<file path="config.mk">
export PLATFORM = sky130hd
export DESIGN_NAME = abc_input_conditioner
export DESIGN_NICKNAME = d
export VERILOG_FILES = /design/src/rtl/abc_cond_pkg.sv /design/src/rtl/abc_input_conditioner_debounce_channel.sv /design/src/rtl/abc_input_conditioner.sv
export SDC_FILE = /design/constraint.sdc
export NUM_CORES = 1
export LEC_CHECK = 0
export ABC_AREA = 1
export CORE_MARGIN = 2
export CORE_UTILIZATION = 43
export DETAILED_ROUTE_END_ITERATION = 8
export RECOVER_POWER = 100
export REMOVE_ABC_BUFFERS = 1
export SLEW_MARGIN = 25
export SYNTH_ARGS = -nofsm -noshare
export SYNTH_HDL_FRONTEND = slang
export SYNTH_SLANG_ARGS = --single-unit
</file>
<file path="constraint.sdc">
create_clock -name clk -period 2.9 [get_ports clk]
set_input_delay 0.58 -clock clk [delete_from_list [all_inputs] [get_ports clk]]
set_output_delay 0.58 -clock clk [all_outputs]
set_load 0.02 [all_outputs]
</file>
<file path="src/rtl/abc_cond_pkg.sv">
// Shared types and default constants for the A/B/C input conditioner.
package abc_cond_pkg;

    // Per-bit debounce FSM: idle on a settled level, or counting a candidate change
    typedef enum logic {
        ST_STABLE  = 1'b0,
        ST_CONFIRM = 1'b1
    } ch_state_t;

    localparam int ABC_WIDTH    = 3;
    localparam int ABC_DEBOUNCE = 16;

endpackage : abc_cond_pkg

</file>
<file path="src/rtl/abc_input_conditioner_debounce_channel.sv">
// One debounced bit: FSM, confirmation counter, clean level and edge pulses.
// toggle is the combinational "clean level flips on this edge" flag, exported so
// the parent can form its change event on the same edge clean updates.
module debounce_channel
    import abc_cond_pkg::*;
#(
    parameter int DEBOUNCE_CYCLES = ABC_DEBOUNCE
) (
    input  logic clk,
    input  logic rst,
    input  logic ena,
    input  logic sync_in,
    output logic clean,
    output logic rise,
    output logic fall,
    output logic toggle
);

    localparam int CNT_W = $clog2(DEBOUNCE_CYCLES + 1);
    localparam logic [CNT_W-1:0] CNT_LAST = CNT_W'(DEBOUNCE_CYCLES - 1);

    ch_state_t        state_q;
    logic [CNT_W-1:0] cnt_q;
    logic             clean_q;
    logic             rise_q;
    logic             fall_q;

    // Flip decision: the differing level survived the full confirmation window
    always_comb begin
        toggle = ena && (state_q == ST_CONFIRM) && (sync_in != clean_q) && (cnt_q == CNT_LAST);
    end

    // Debounce FSM with registered level and one-cycle edge pulses
    always_ff @(posedge clk) begin
        if (rst) begin
            state_q <= ST_STABLE;
            cnt_q   <= '0;
            clean_q <= 1'b0;
            rise_q  <= 1'b0;
            fall_q  <= 1'b0;
        end else begin
            rise_q <= 1'b0;
            fall_q <= 1'b0;
            if (ena) begin
                case (state_q)
                    ST_STABLE: begin
                        if (sync_in != clean_q) begin
                            state_q <= ST_CONFIRM;
                            cnt_q   <= CNT_W'(1);
                        end
                    end
                    ST_CONFIRM: begin
                        if (sync_in == clean_q) begin
                            // Glitch shorter than the window: drop it silently
                            state_q <= ST_STABLE;
                            cnt_q   <= '0;
                        end else if (cnt_q == CNT_LAST) begin
                            clean_q <= ~clean_q;
                            rise_q  <= ~clean_q;
                            fall_q  <= clean_q;
                            state_q <= ST_STABLE;
                            cnt_q   <= '0;
                        end else begin
                            cnt_q <= cnt_q + CNT_W'(1);
                        end
                    end
                    default: begin
                        state_q <= ST_STABLE;
                        cnt_q   <= '0;
                    end
                endcase
            end
        end
    end

    assign clean = clean_q;
    assign rise  = rise_q;
    assign fall  = fall_q;

endmodule : debounce_channel

</file>
<file path="src/rtl/abc_input_conditioner.sv">
// Front-end for the A/B/C pad inputs: synchroniser, per-bit debounce, and a
// single-entry valid/ready change-event register with sticky overflow.
module abc_input_conditioner
    import abc_cond_pkg::*;
#(
    parameter int WIDTH           = ABC_WIDTH,
    parameter int DEBOUNCE_CYCLES = ABC_DEBOUNCE
) (
    input  logic             clk,
    input  logic             rst,
    input  logic             ena,
    input  logic [WIDTH-1:0] raw_in,
    output logic [WIDTH-1:0] clean_out,
    output logic [WIDTH-1:0] rise_pulse,
    output logic [WIDTH-1:0] fall_pulse,
    output logic             change_valid,
    output logic [WIDTH-1:0] change_data,
    input  logic             change_ready,
    output logic             overflow
);

    logic [WIDTH-1:0] sync1_q;
    logic [WIDTH-1:0] sync_q;
    logic [WIDTH-1:0] clean_w;
    logic [WIDTH-1:0] rise_w;
    logic [WIDTH-1:0] fall_w;
    logic [WIDTH-1:0] toggle_w;
    logic             valid_q;
    logic [WIDTH-1:0] data_q;
    logic             ovf_q;
    logic             update;

    genvar gi;
    generate
        for (gi = 0; gi < WIDTH; gi++) begin : g_ch
            debounce_channel #(
                .DEBOUNCE_CYCLES(DEBOUNCE_CYCLES)
            ) u_ch (
                .clk    (clk),
                .rst    (rst),
                .ena    (ena),
                .sync_in(sync_q[gi]),
                .clean  (clean_w[gi]),
                .rise   (rise_w[gi]),
                .fall   (fall_w[gi]),
                .toggle (toggle_w[gi])
            );
        end
    endgenerate

    // Any bit flipping on this edge makes one event for the whole vector
    assign update = |toggle_w;

    // Synchroniser (free-running) plus event/handshake register
    always_ff @(posedge clk) begin
        if (rst) begin
            sync1_q <= '0;
            sync_q  <= '0;
            valid_q <= 1'b0;
            data_q  <= '0;
            ovf_q   <= 1'b0;
        end else begin
            sync1_q <= raw_in;
            sync_q  <= sync1_q;
            if (update) begin
                data_q  <= clean_w ^ toggle_w;
                valid_q <= 1'b1;
                if (valid_q && !change_ready) begin
                    ovf_q <= 1'b1;
                end
            end else if (valid_q && change_ready) begin
                valid_q <= 1'b0;
            end
        end
    end

    assign clean_out    = clean_w;
    assign rise_pulse   = rise_w;
    assign fall_pulse   = fall_w;
    assign change_valid = valid_q;
    assign change_data  = data_q;
    assign overflow     = ovf_q;

endmodule : abc_input_conditioner

</file>
==> results_dict.tcl <==
set metrics [dict create \
    status "complete, no violations" \
    synth_compound_area_frac 0.0976 \
    globalplace.congestion 0.786 \
    drc 0 \
    rr_worst_depth 8 \
    syn_area_sq_um 1760 \
    vias 1419 \
    fp.dieH_um 67.9 \
    setup_viol 0 \
    avgViaCountPerCell 4.68 \
    synthCells 238 \
    cts_tree "built" \
    period_share 0.728 \
    cp-endpoint "g_ch[0].u_ch.fall$_SDFF_PP0_" \
    final_cells 303 \
    crit_path_start "rst" \
    core_sq_um 3970 \
    grt_pass1_vias 1244 \
    area_growth_pct 14.0 \
    ir_worst_vdd_mv 0.214 \
    crit_required_ps 3020 \
    synth_cell_types 26 \
    grt_pass1_wl_mm 5.55 \
    hold_viol 0 \
    antenna_found_initial 0 \
    synth_top_area_cell "dfxtp_1" \
    worst_setup_path_end_kind "flop" \
    yosys_warnings 0 \
    rsz0062_at_grt "no" \
    nets 264 \
    cts_buffers 5 \
    dp_hpwl_mm 2.37 \
    final_common_cell "nand2_1" \
    cts_setup_buffers 0 \
    num_rows 23 \
    final_cell_mix "55 x nand2_1, 38 x dfxtp_1, 33 x inv_1" \
    drtIter0Drc 71 \
    grt_max_degree 29 \
    drv_cap 0 \
    synth_xor_area_frac 0.00499 \
    cts_resized 0 \
    clk_pin_slew_ps 70 \
    wl_mm 3.31 \
    fin_ws_ps 789 \
    r2r_setup_slack_ps 1300 \
    p_per_area_nw_per_um2 467 \
    die_w_um 67.9 \
    synthAdderAreaFrac 0.0214 \
    clock_path_buffers 2 \
    min_path_type "flop to flop" \
    setup-tns-final_ps 0 \
    drt-pass1-iter-count 4 \
    fin_crit_ps 2110 \
    htreeDepth 2 \
    startpoint_type "input pin" \
    antenna_cells 0 \
    initial_utilization 0.442 \
    reg2reg_from "g_ch[2].u_ch.cnt_q[1]$_SDFFE_PP0P_" \
    dpl_worst_slack_ps 892 \
    critical_path_class "input pin to flop" \
    netlist.area_leader.share 0.433 \
    fmax_ghz 0.474 \
    clock-sinks 38 \
    syn_avg_cell_area_sq_um 7.38 \
    grt_usage 0.164 \
    ant_nets 0 \
    timing.rr.end "change_data[2]$_SDFFE_PP0P_" \
    root_buffer "clkbuf_8" \
    final_max_slew_viol_count 0 \
    synth-simple-area-share 0.318 \
    wl_per_cell_um 10.9 \
    tightestPinTransition_ps 1300 \
    boundaryPins 21 \
    die_area_sq_um 4610 \
    grt.overflow.total 0 \
    clk_latency_ps 290 \
    dp_cells 297 \
    drive_gt1_frac 0.0909 \
    synth_top_family_by_area "simple AND/OR/NAND/NOR gates" \
    ys_seq_elements 38 \
    crit_arrival_ps 2230 \
    port_buffers 20 \
    netlist_top_cells_area "dfxtp_1 43%, nand2_1 12%, inv_1 6.8%" \
    crit_fanout 28 \
    yosysSeqAreaShare 0.433 \
    cts_hold_buf 0 \
    synthMuxAreaShare 0 \
    p_leak_nw 0.841 \
    finalClockSkew_ps 1.58 \
    relSlewSlack 0.133 \
]
cells in the mapped netlist, drive strengths merged:
cell,instances
clkinv,1
a211oi,2
nand2,59
a21oi,20
nand3b,2
nor3,5
buf,11
clkbuf,1
ha,3
nor2,31
xor2,1
nand3,15
dfxtp,38
inv,36
o21ai,9
nand4,4
registers in the layout (all words and copies together), names as in the netlist:
name               flops
g_ch.u_ch.rise         3
g_ch.u_ch.cnt_q       15
change_valid           1
g_ch.u_ch.fall         3
overflow               1
g_ch.u_ch.clean        3
g_ch.u_ch.state_q      3
sync_q                 3
sync1_q                3
change_data            3
power by group:
group / switching (mW) / internal [mW]
clock: 0.175 / 0.183
sequential: 0.00416 / 0.528
combinational: 0.0274 / 0.0154
metrics by stage:
step	power (mW)	util	hold slack [ps]	area (sq um)
2_1_floorplan	0.567	-	388	1680
3_3_place_gp	0.590	0.490	391	1950
3_5_place_dp	0.590	0.490	394	1950
4_1_cts	0.950	0.511	405	2030
5_1_grt	0.975	0.504	417	2000
6_report	0.934	0.504	402	2000
final cells by class:
| class | instances | area, sq um |
|---|---|---|
| repair buffers | 21 | 204 |
| clock buffers | 6 | 82.6 |
| flip-flops and latches | 38 | 761 |
| well taps | 50 | 62.6 |
| fillers | 400 | 1970 |
| multi-input cells | 151 | 752 |
| inverters | 37 | 139 |
cells by family after synthesis:
kind of cell    count (synthesis)
xor+xnor                        1
compound gates                 31
fa+ha+maj                       3
buf+inv                        49
simple gates                  116
flops                          38
how the worst min path moves through the flow:
stage	startpoint	to	slack (ps)	cells past startpoint
floorplan	sync1_q[0]$_SDFF_PP0_	sync_q[0]$_SDFF_PP0_	390	2
global placement	sync1_q[1]$_SDFF_PP0_	sync_q[1]$_SDFF_PP0_	390	2
detailed placement	sync1_q[2]$_SDFF_PP0_	sync_q[2]$_SDFF_PP0_	390	2
CTS	sync1_q[2]$_SDFF_PP0_	sync_q[2]$_SDFF_PP0_	400	2
global route	sync1_q[1]$_SDFF_PP0_	sync_q[1]$_SDFF_PP0_	420	2
finish	sync1_q[2]$_SDFF_PP0_	sync_q[2]$_SDFF_PP0_	400	2
critical path: stages:
cell           delay (ps)
dlygate4sd3_1         550
clkbuf_1              960
nor3_1                130
per-layer routing:
layer / global-route usage / wire length, um / part of all wire
met5: 0 / 0 / 0
met4: 0.0600 / 52 / 0.016
met3: 0.0510 / 116 / 0.035
met2: 0.260 / 1460 / 0.44
met1: 0.211 / 1680 / 0.51
Note: power is estimated with default switching activity, not from simulation.
